<file path="src/rtl/direct_mapped_cache_pkg.sv">
// Shared types and width constants for the read-only direct-mapped byte cache.
package cache_pkg;

    localparam int CACHE_LINES = 16;
    localparam int CACHE_ADDR_W = 10;
    localparam int OFFSET_W = 2;
    localparam int INDEX_W = $clog2(CACHE_LINES);
    localparam int TAG_W = CACHE_ADDR_W - OFFSET_W - INDEX_W;

    localparam logic [1:0] BURST_LEN_LINE = 2'b11;

    typedef enum logic [2:0] {
        IDLE,
        LOOKUP,
        MISS_REQ,
        REFILL,
        RESP
    } state_t;

endpackage

</file>
<file path="src/rtl/direct_mapped_cache_line_store.sv">
// Valid/tag/data arrays of the cache: one write port, combinational tag and byte read.
// Only the valid bits are reset; tag and data contents are don't-care until valid.
module cache_line_store
    import cache_pkg::*;
#(
    parameter int NUM_LINES = 16,
    parameter int IDX_W = 4,
    parameter int TAG_BITS = 4,
    parameter int DATA_W = 8
) (
    input  logic                clk,
    input  logic                reset,
    input  logic [IDX_W-1:0]    rd_index,
    input  logic [OFFSET_W-1:0] rd_offset,
    output logic                rd_valid,
    output logic [TAG_BITS-1:0] rd_tag,
    output logic [DATA_W-1:0]   rd_byte,
    input  logic                wr_en,
    input  logic [IDX_W-1:0]    wr_index,
    input  logic [OFFSET_W-1:0] wr_offset,
    input  logic [DATA_W-1:0]   wr_data,
    input  logic                wr_set_valid,
    input  logic [TAG_BITS-1:0] wr_tag
);

    localparam int LINE_BYTES = 2 ** OFFSET_W;

    logic [NUM_LINES-1:0] valid_q, valid_d;
    logic [TAG_BITS-1:0]  tag_q  [NUM_LINES];
    logic [TAG_BITS-1:0]  tag_d  [NUM_LINES];
    logic [DATA_W-1:0]    data_q [NUM_LINES][LINE_BYTES];
    logic [DATA_W-1:0]    data_d [NUM_LINES][LINE_BYTES];

    always_comb begin
        valid_d = valid_q;
        tag_d   = tag_q;
        data_d  = data_q;
        if (wr_en) begin
            data_d[wr_index][wr_offset] = wr_data;
        end
        // The tag is committed together with the valid bit, at the end of a refill.
        if (wr_set_valid) begin
            valid_d[wr_index] = 1'b1;
            tag_d[wr_index]   = wr_tag;
        end
    end

    always_ff @(posedge clk) begin
        if (reset) begin
            valid_q <= '0;
        end else begin
            valid_q <= valid_d;
        end
    end

    always_ff @(posedge clk) begin
        tag_q  <= tag_d;
        data_q <= data_d;
    end

    assign rd_valid = valid_q[rd_index];
    assign rd_tag   = tag_q[rd_index];
    assign rd_byte  = data_q[rd_index][rd_offset];

endmodule

</file>
<file path="src/rtl/direct_mapped_cache.sv">
// Read-only direct-mapped byte cache: hits answer 2 cycles after the request, misses
// refill a whole line by one memory burst and answer 1 cycle after the last beat.
module direct_mapped_cache
    import cache_pkg::*;
#(
    parameter int NUM_LINES = 16,
    parameter int LINE_BYTES = 4,
    parameter int ADDR_W = 10,
    parameter int DATA_W = 8
) (
    input  logic              clk,
    input  logic              reset,
    input  logic [ADDR_W-1:0] raddr_from_top,
    input  logic              rreq_from_top,
    output logic [DATA_W-1:0] rdata_to_top,
    output logic              rvalid_to_top,
    output logic              rreq_to_mem,
    output logic [ADDR_W-1:0] raddr_to_mem,
    output logic [1:0]        burst_len_to_mem,
    input  logic [DATA_W-1:0] rdata_from_mem,
    input  logic              rvalid_from_mem,
    input  logic              rlast_from_mem
);

    localparam int IDX_W = $clog2(NUM_LINES);
    localparam int TAG_BITS = ADDR_W - OFFSET_W - IDX_W;
    localparam int BEAT_W = $clog2(LINE_BYTES) + 1;

    state_t              state_q, state_d;
    logic [ADDR_W-1:0]   addr_q, addr_d;
    logic [BEAT_W-1:0]   beat_cnt_q, beat_cnt_d;
    logic                rvalid_q, rvalid_d;
    logic [DATA_W-1:0]   rdata_q, rdata_d;
    logic                mem_req_q, mem_req_d;
    logic [ADDR_W-1:0]   mem_addr_q, mem_addr_d;
    logic [1:0]          burst_len_q, burst_len_d;

    logic [OFFSET_W-1:0] req_offset;
    logic [IDX_W-1:0]    req_index;
    logic [TAG_BITS-1:0] req_tag;
    logic                rd_valid;
    logic [TAG_BITS-1:0] rd_tag;
    logic [DATA_W-1:0]   rd_byte;
    logic                beat_in;
    logic                wr_en;
    logic                wr_set_valid;
    logic [DATA_W-1:0]   resp_byte;

    assign req_offset = addr_q[OFFSET_W-1:0];
    assign req_index  = addr_q[OFFSET_W +: IDX_W];
    assign req_tag    = addr_q[ADDR_W-1 -: TAG_BITS];

    assign beat_in      = ((state_q == MISS_REQ) || (state_q == REFILL)) && rvalid_from_mem;
    assign wr_en        = beat_in && (beat_cnt_q < BEAT_W'(LINE_BYTES));
    assign wr_set_valid = beat_in && rlast_from_mem;
    // The requested byte may be arriving on this very beat and is not in the store yet.
    assign resp_byte    = (wr_en && (beat_cnt_q[OFFSET_W-1:0] == req_offset)) ?
                          rdata_from_mem : rd_byte;

    cache_line_store #(
        .NUM_LINES (NUM_LINES),
        .IDX_W     (IDX_W),
        .TAG_BITS  (TAG_BITS),
        .DATA_W    (DATA_W)
    ) u_store (
        .clk          (clk),
        .reset        (reset),
        .rd_index     (req_index),
        .rd_offset    (req_offset),
        .rd_valid     (rd_valid),
        .rd_tag       (rd_tag),
        .rd_byte      (rd_byte),
        .wr_en        (wr_en),
        .wr_index     (req_index),
        .wr_offset    (beat_cnt_q[OFFSET_W-1:0]),
        .wr_data      (rdata_from_mem),
        .wr_set_valid (wr_set_valid),
        .wr_tag       (req_tag)
    );

    always_comb begin
        state_d     = state_q;
        addr_d      = addr_q;
        beat_cnt_d  = beat_cnt_q;
        rvalid_d    = rvalid_q;
        rdata_d     = rdata_q;
        mem_req_d   = mem_req_q;
        mem_addr_d  = mem_addr_q;
        burst_len_d = burst_len_q;
        case (state_q)
            IDLE: begin
                if (rreq_from_top) begin
                    addr_d  = raddr_from_top;
                    state_d = LOOKUP;
                end
            end
            LOOKUP: begin
                if (rd_valid && (rd_tag == req_tag)) begin
                    rdata_d  = rd_byte;
                    rvalid_d = 1'b1;
                    state_d  = RESP;
                end else begin
                    mem_req_d   = 1'b1;
                    mem_addr_d  = {req_tag, req_index, {OFFSET_W{1'b0}}};
                    burst_len_d = BURST_LEN_LINE;
                    state_d     = MISS_REQ;
                end
            end
            MISS_REQ, REFILL: begin
                if (beat_in) begin
                    mem_req_d = 1'b0;
                    state_d   = REFILL;
                    if (wr_en) begin
                        beat_cnt_d = beat_cnt_q + 1'b1;
                    end
                    if (rlast_from_mem) begin
                        beat_cnt_d = '0;
                        rdata_d    = resp_byte;
                        rvalid_d   = 1'b1;
                        state_d    = RESP;
                    end
                end
            end
            RESP: begin
                rvalid_d = 1'b0;
                state_d  = IDLE;
            end
            default: begin
                state_d = IDLE;
            end
        endcase
    end

    always_ff @(posedge clk) begin
        if (reset) begin
            state_q     <= IDLE;
            addr_q      <= '0;
            beat_cnt_q  <= '0;
            rvalid_q    <= 1'b0;
            rdata_q     <= '0;
            mem_req_q   <= 1'b0;
            mem_addr_q  <= '0;
            burst_len_q <= '0;
        end else begin
            state_q     <= state_d;
            addr_q      <= addr_d;
            beat_cnt_q  <= beat_cnt_d;
            rvalid_q    <= rvalid_d;
            rdata_q     <= rdata_d;
            mem_req_q   <= mem_req_d;
            mem_addr_q  <= mem_addr_d;
            burst_len_q <= burst_len_d;
        end
    end

    assign rdata_to_top     = rdata_q;
    assign rvalid_to_top    = rvalid_q;
    assign rreq_to_mem      = mem_req_q;
    assign raddr_to_mem     = mem_addr_q;
    assign burst_len_to_mem = burst_len_q;

endmodule

</file>
<file path="config.mk">
export PLATFORM = sky130hd
export DESIGN_NAME = direct_mapped_cache
export DESIGN_NICKNAME = d
export VERILOG_FILES = /design/src/rtl/direct_mapped_cache_pkg.sv /design/src/rtl/direct_mapped_cache_line_store.sv /design/src/rtl/direct_mapped_cache.sv
export SDC_FILE = /design/constraint.sdc
export NUM_CORES = 1
export LEC_CHECK = 0
export BUFFER_PORTS_ARGS = -buffer_cell sky130_fd_sc_hd__buf_4
export CORE_MARGIN = 5
export CORE_UTILIZATION = 55
export DETAILED_ROUTE_END_ITERATION = 16
export HOLD_SLACK_MARGIN = 0.05
export PLACE_DENSITY = 0.72
export SYNTH_ARGS = -nofsm -noshare
export SYNTH_HDL_FRONTEND = slang
export SYNTH_SLANG_ARGS = --single-unit
</file>
<file path="constraint.sdc">
create_clock -name clk -period 6.3 [get_ports clk]
set_input_delay 1.26 -clock clk [delete_from_list [all_inputs] [get_ports clk]]
set_output_delay 1.26 -clock clk [all_outputs]
set_load 0.05 [all_outputs]
</file>
======== Word level (Yosys, flattened, before mapping) ========
Cells that the tools add are included.
operators by class
  add/subtract/negate cells ............... 1
  $mul .................................... 0
  div/mod/pow operators ................... 0
  magnitude comparators ................... 8
  equal/unequal tests ..................... 11
  shifts and indexed selects .............. 0
  multiplexer cells ....................... 40
  bitwise logic cells ..................... 5
  reduce and logical (&&, ||, !) cells .... 21
operators with widths
  operator                                                               number
  512-bit bitwise mux                                                    1
  32-bit binary-select mux with 4-bit select                             1
  32-bit demux with 4-bit select                                         1
  32-bit two-way mux                                                     3
  64-bit bitwise mux                                                     1
  8-bit two-way mux                                                      7
  3-bit two-way mux                                                      6
  4-bit binary-select mux with 4-bit select                              1
  8-bit binary-select mux with 2-bit select                              1
  4-bit demux with 4-bit select                                          1
  8-bit demux with 2-bit select                                          1
  16-bit bitwise OR                                                      1
  8-bit one-hot mux with 2 select lines                                  1
  4-bit two-way mux                                                      3
  2-bit inequality test, second input constant                           5
  3-bit one-hot mux with 3 select lines                                  1
  1-bit logical AND                                                      8
  4-bit AND reduction                                                    2
  1-bit two-way mux                                                      7
  3-bit by 2-bit equality test with 1-bit output, second input constant  2
  3-bit greater-or-equal comparator, second input constant               2
  2-bit NOT with 3-bit output                                            2
  2-bit AND reduction                                                    3
  3-bit AND reduction                                                    2
  22 further kinds                                                       23
storage, ports and cells
  register bits after elaboration ......... 627
  bits in latches ......................... 0
  memory bits (writable) .................. 0
  ROM bits ................................ 0
  bits of input ports ..................... 23
  output and inout port bits .............. 22
  logic and storage cells ................. 175
  memories kept ........................... 0

======== Logic depth before layout (Yosys ltp) ========
  word-level depth ........................ 11
  gate-level depth with buffers ........... 13
  mapped depth without buffers ............ 7

======== Cells and area by module ========
From an unflattened synthesis, not the netlist that was laid out.
unflattened totals
  cells, all modules ...................... 1256
  area, all modules ....................... 24663.7 um2
modules (own cells, without submodules)
  module               times used  cells each  area an instance (um2)  sequential area each (um2)
  cache_line_store     1           1081        22993.3                 17616.9
  direct_mapped_cache  1           175         1670.4                  700.7

======== Least setup slack after synthesis ========
OpenSTA, ideal clock, no wires.
  kind .................................... input-to-reg
  from .................................... input port rvalid_from_mem
  to ...................................... register rdata_q[5] (netlist: rdata_to_top[5])
  arrival time ............................ 2.825 ns
  data required time ...................... 6.228 ns
  slack ................................... 3.403 ns
  stages on the path ...................... 7
  buffers on the path ..................... 2
  cell sequence ........................... nor4bb_1 -> clkbuf_1 -> and3_1 -> clkbuf_1 -> nor4_1 -> or4_1 -> mux2i_1
on the way
  longest elaborated chain between the ends .. 7
  elaborated cells between the ends (all ways) .. 9
  classes of those cells .................. 1 x eq/ne; 4 x mux; 4 x reduce/logical
ends and longest elaborated chain
  what                                   line                        source
  start: declaration                     direct_mapped_cache.sv:21   input logic rvalid_from_mem,
  1-bit logical AND (*)                  direct_mapped_cache.sv:53   assign beat_in = ((state_q == MISS_REQ) || (state_q == REFILL)) && rvalid_from_mem;
  1-bit logical AND                      direct_mapped_cache.sv:54   assign wr_en = beat_in && (beat_cnt_q < BEAT_W'(LINE_BYTES));
  1-bit logical AND                      direct_mapped_cache.sv:57   assign resp_byte = (wr_en && (beat_cnt_q[OFFSET_W-1:0] == req_offset)) ?
  8-bit two-way mux                      direct_mapped_cache.sv:57
  8-bit two-way mux                      direct_mapped_cache.sv:116  if (rlast_from_mem) begin
  8-bit two-way mux                      direct_mapped_cache.sv:110  if (beat_in) begin
  8-bit one-hot mux with 2 select lines  direct_mapped_cache.sv:90   case (state_q)
  end signal: assignment                 direct_mapped_cache.sv:149  rdata_q <= rdata_d;
  end: declaration                       direct_mapped_cache.sv:33   logic [DATA_W-1:0] rdata_q, rdata_d;
Every way passes the cells marked *; elsewhere a longest branch is shown, timed or not. The select of a mux whose other input is x is not followed.
A chain may end at the register's enable or synchronous reset.

======== Worst setup path in the final report ========
  from .................................... register addr_q[3]
  to ...................................... register mem_addr_q[8] (netlist: raddr_to_mem[8])
on the way
  longest elaborated chain between the ends .. 8
  elaborated cells between the ends (all ways) .. 10
  classes of those cells .................. 1 x eq/ne; 5 x mux; 2 x bitwise; 2 x reduce/logical
ends and longest elaborated chain
  what                                                  line                                  source
  start: declaration                                    direct_mapped_cache.sv:30             logic [ADDR_W-1:0] addr_q, addr_d;
  start signal: assignment                              direct_mapped_cache.sv:146            addr_q <= addr_d;
  4-bit NOT with 5-bit output (implied by the code)     direct_mapped_cache_line_store.sv:62  assign rd_tag = tag_q[rd_index];
  4-bit binary-select mux with 4-bit select             direct_mapped_cache_line_store.sv:62
  4-bit two-way mux (implied by the code) (2 in a row)  direct_mapped_cache_line_store.sv:62
  4-bit equality test                                   direct_mapped_cache.sv:98             if (rd_valid && (rd_tag == req_tag)) begin
  1-bit logical AND (*)                                 direct_mapped_cache.sv:98
  1-bit NOT (no source line) (*)                        -
  2-bit AND reduction (no source line) (*)              -
  end signal: assignment                                direct_mapped_cache.sv:151            mem_addr_q <= mem_addr_d;
  end: declaration                                      direct_mapped_cache.sv:35             logic [ADDR_W-1:0] mem_addr_q, mem_addr_d;
Marked as above.

==> flow_summary.yaml <==
status:
  status: "finished clean"
logic_synthesis:
  netlist_instances: 1334
  syn-mean-instance-area_um2: 18.5
  synth_flop_cell: "sky130_fd_sc_hd__edfxtp_1"
  yosys_register_bits: 627
  yosysUniqueCellTypes: 58
  synth_sequential_area_ratio_pct: 74.1
  post_synth_instance_area_um2: 24700
  synth_edf_count: 576
  async_reset_ff_share_pct: 0
  yosys_warnings: 0
clock_tree:
  cts.root.buffer_cell: "sky130_fd_sc_hd__clkbuf_16"
  holdBufCountCts: 0
  clk_pin_slew_worst_paths_ns: 0.06
  cts.path.max_buffers: 3
  cts-htree-levels: 2
  cts_tree: "built"
  clk_latency_worst_skew_pair_ns: 0.64
  post_cts_resized: 0
  numCtsBuffers: 61
  clock-sinks: 627
  cts_setup_buffers: 0
power:
  cellPowerDensity_nw_per_um2: 318
  total_power_mw: 8.74
  seq_power_share_pct: 52.6
  pwr-share-comb_pct: 6.1
  p_leak_nw: 8.40
  switching_share_pct: 21.5
  power_switching_mw: 1.87
  power.share.clock_pct: 41.3
  vdd_drop_max_v: 0.000226
  cell_internal_power_dissipation_mw: 6.87
global_routing:
  grt.overflow.total: 0
  first_global_vias: 13117
  grt_max_degree: 91
  global_route.usage.total_pct: 22.7
  antenna_violations_before_repair: 1
  grt_pass1_wl_mm: 84.6
layout:
  post-route-cell-area_um2: 27500
  final_cells: 2016
  commonest_non_fill_non_tap_cells_in_the_layout: "sky130_fd_sc_hd__edfxtp_1 (576), sky130_fd_sc_hd__mux4_2 (131), sky130_fd_sc_hd__nor2_1 (128)"
  fill_cells: 3088
  insertedDiodeCount: 0
  layout.nets: 1399
  post_route_cells_drive_above_1_share_pct: 21.6
  utilization_pct: 62.1
  layout.cells.most_common: "sky130_fd_sc_hd__edfxtp_1"
  synthToLayoutAreaGrowth_pct: 11.2
drt:
  detailedRoute.firstPassIterationCount: 5
  detailedRoute.firstIterationViolations: 1687
  viasPerCell: 6.37
  post-route-drc-count: 0
  ant_nets: 0
  via_count: 12840
  finalWirelength_mm: 55.8
  post_drt_wl_per_cell_um: 27.7
worst_setup_path:
  timing.critical_path.cells: "buf_12, mux4_2, or3_1, o2111ai_1, nor3b_1, o21a_1, a211oi_2, mux2i_1"
  critPathLaunchType: "flip-flop"
  worst-r2r-cell-count: 8
  critPathMaxFanout: 90
  critical_path.max_stage_delay_ns: 0.90
  worst_setup_path_type: "reg2reg"
  signal_arrival_time_at_the_worst_endpoint_ns: 4.65
  endpoint_kind: "flip-flop"
  slowest_stage: "sky130_fd_sc_hd__a211oi_2"
  crit_start: "addr_q[3]"
  regToRegStartpoint: "addr_q[3]"
  cp.required_ns: 6.86
sta:
  finalWorstSetupSlack_ns: 2.21
  fin_crit_sh_pct: 65.0
  setup-violations-final: 0
  timing_worst_slew_pin_value_ns: 1.05
  worst_slew_margin_rel_pct: 29.7
  worst_clock_skew_ns: 0.0254
  setup_repair_after_global_routing_missed_its_margin: "no"
  totalNegativeSetupSlack_ns: 0
  period_needed_ns: 4.09
  maxSlewViolCount: 0
  fin_hold_ws_ns: 0.461
  report.final.hold_viol_count: 0
  maximum_clock_rate_ghz: 0.244
floorplan:
  placeable_area_um2: 44300
  fp.dieH_um: 222
  die_area_um2: 49300
  floorplan.rows: 77
  floorplan.io_pins: 45
  initial_core_util_pct: 55.8
  die-width_um: 222
hold_path:
  worst_hold_path_type: "reg2reg"
  launch_instance_of_the_worst_min_delay_path: "raddr_to_mem[2]"
  holdPathStages: 2
place:
  place.detailed.hpwl_mm: 33.5
  port_buffers: 42
  placed_cells: 1901
  dpl_worst_slack_ns: 2.24
  placer_congestion: 0.852
  postPlaceCellArea_um2: 25500
flow_run:
  max_cap_viol_count: 0
-- registers in the layout, indices dropped and copies added (netlist names), 3 cells and up --
| signal | flops |
|---|---|
| raddr_to_mem | 8 |
| u_store.tag_q | 64 |
| beat_cnt_q | 3 |
| addr_q | 10 |
| rdata_to_top | 8 |
| state_q | 3 |
| u_store.data_q | 512 |
| u_store.valid_q | 16 |
-- critical path, delay by kind of cell, from the launching register on --
family | cells | cell delay (ns)
AND/OR/NAND/NOR | 2 | 0.44
buffers and inverters | 1 | 0.49
multiplexers | 2 | 0.86
flip-flops | 1 | 0.86
AO/OA/AOI/OAI | 3 | 1.24
-- per-layer routing --
metal	up-vias	wire, µm	track usage, %
li1	5443	-	-
met1	6650	22600	32.9
met2	620	26300	35.2
met3	125	5000	4.34
met4	2	1840	7.79
met5	-	7	0
-- cell families (layout without fill, tap and decap cells) --
logic type      count (synthesis)  after routing  synth area share (%)
buf+inv                        92            181                  1.83
other cells                     1              2                0.0152
flops                         627            627                  74.1
compound gates                133            133                  4.03
fa+ha+maj                       4              4                 0.202
mux                           207            207                  15.1
xor+xnor                        6              6                 0.243
simple gates                  264            264                  4.53
-- power groups by stage --
stage | Combinational (mW) | Sequential, mW | Clock [mW]
final | 0.531 | 4.60 | 3.61
after global routing | 0.564 | 4.60 | 3.84
after detailed placement | 0.528 | 4.69 | 0
after CTS | 0.531 | 4.60 | 3.66
after floorplan | 0.342 | 4.67 | 0
after global placement | 0.520 | 4.68 | 0
-- Yosys cell counts, drive strengths merged (14+ instances only) --
cell type | count | share of area [%]
nand2 | 82 | 1.3
mux2 | 19 | 0.87
mux2i | 57 | 2.3
a211oi | 14 | 0.49
dfxtp | 51 | 4.1
a22oi | 38 | 1.2
buf | 51 | 1.2
mux4 | 131 | 12
clkbuf | 32 | 0.49
nor2 | 129 | 2.0
edfxtp | 576 | 70
a21oi | 25 | 0.51
-- cell type report --
type | count | area (µm²) | share of cell area, %
clock buffers | 81 | 1640 | 5.98
clock inverters | 34 | 337 | 1.22
inverters | 9 | 33.8 | 0.123
multi-input cells | 616 | 5980 | 21.7
flip-flops and latches | 627 | 18300 | 66.6
well taps | 592 | 741 | 2.69
repair buffers | 57 | 440 | 1.60
-- final timing paths --
check	endpoint	slack (ns)
setup / recovery	raddr_to_mem[8]	2.21
hold / removal	raddr_to_mem[2]	0.46
setup reg to reg	raddr_to_mem[8]	2.21
hold reg to reg	raddr_to_mem[2]	0.46
(Power assumes the default switching activity.)
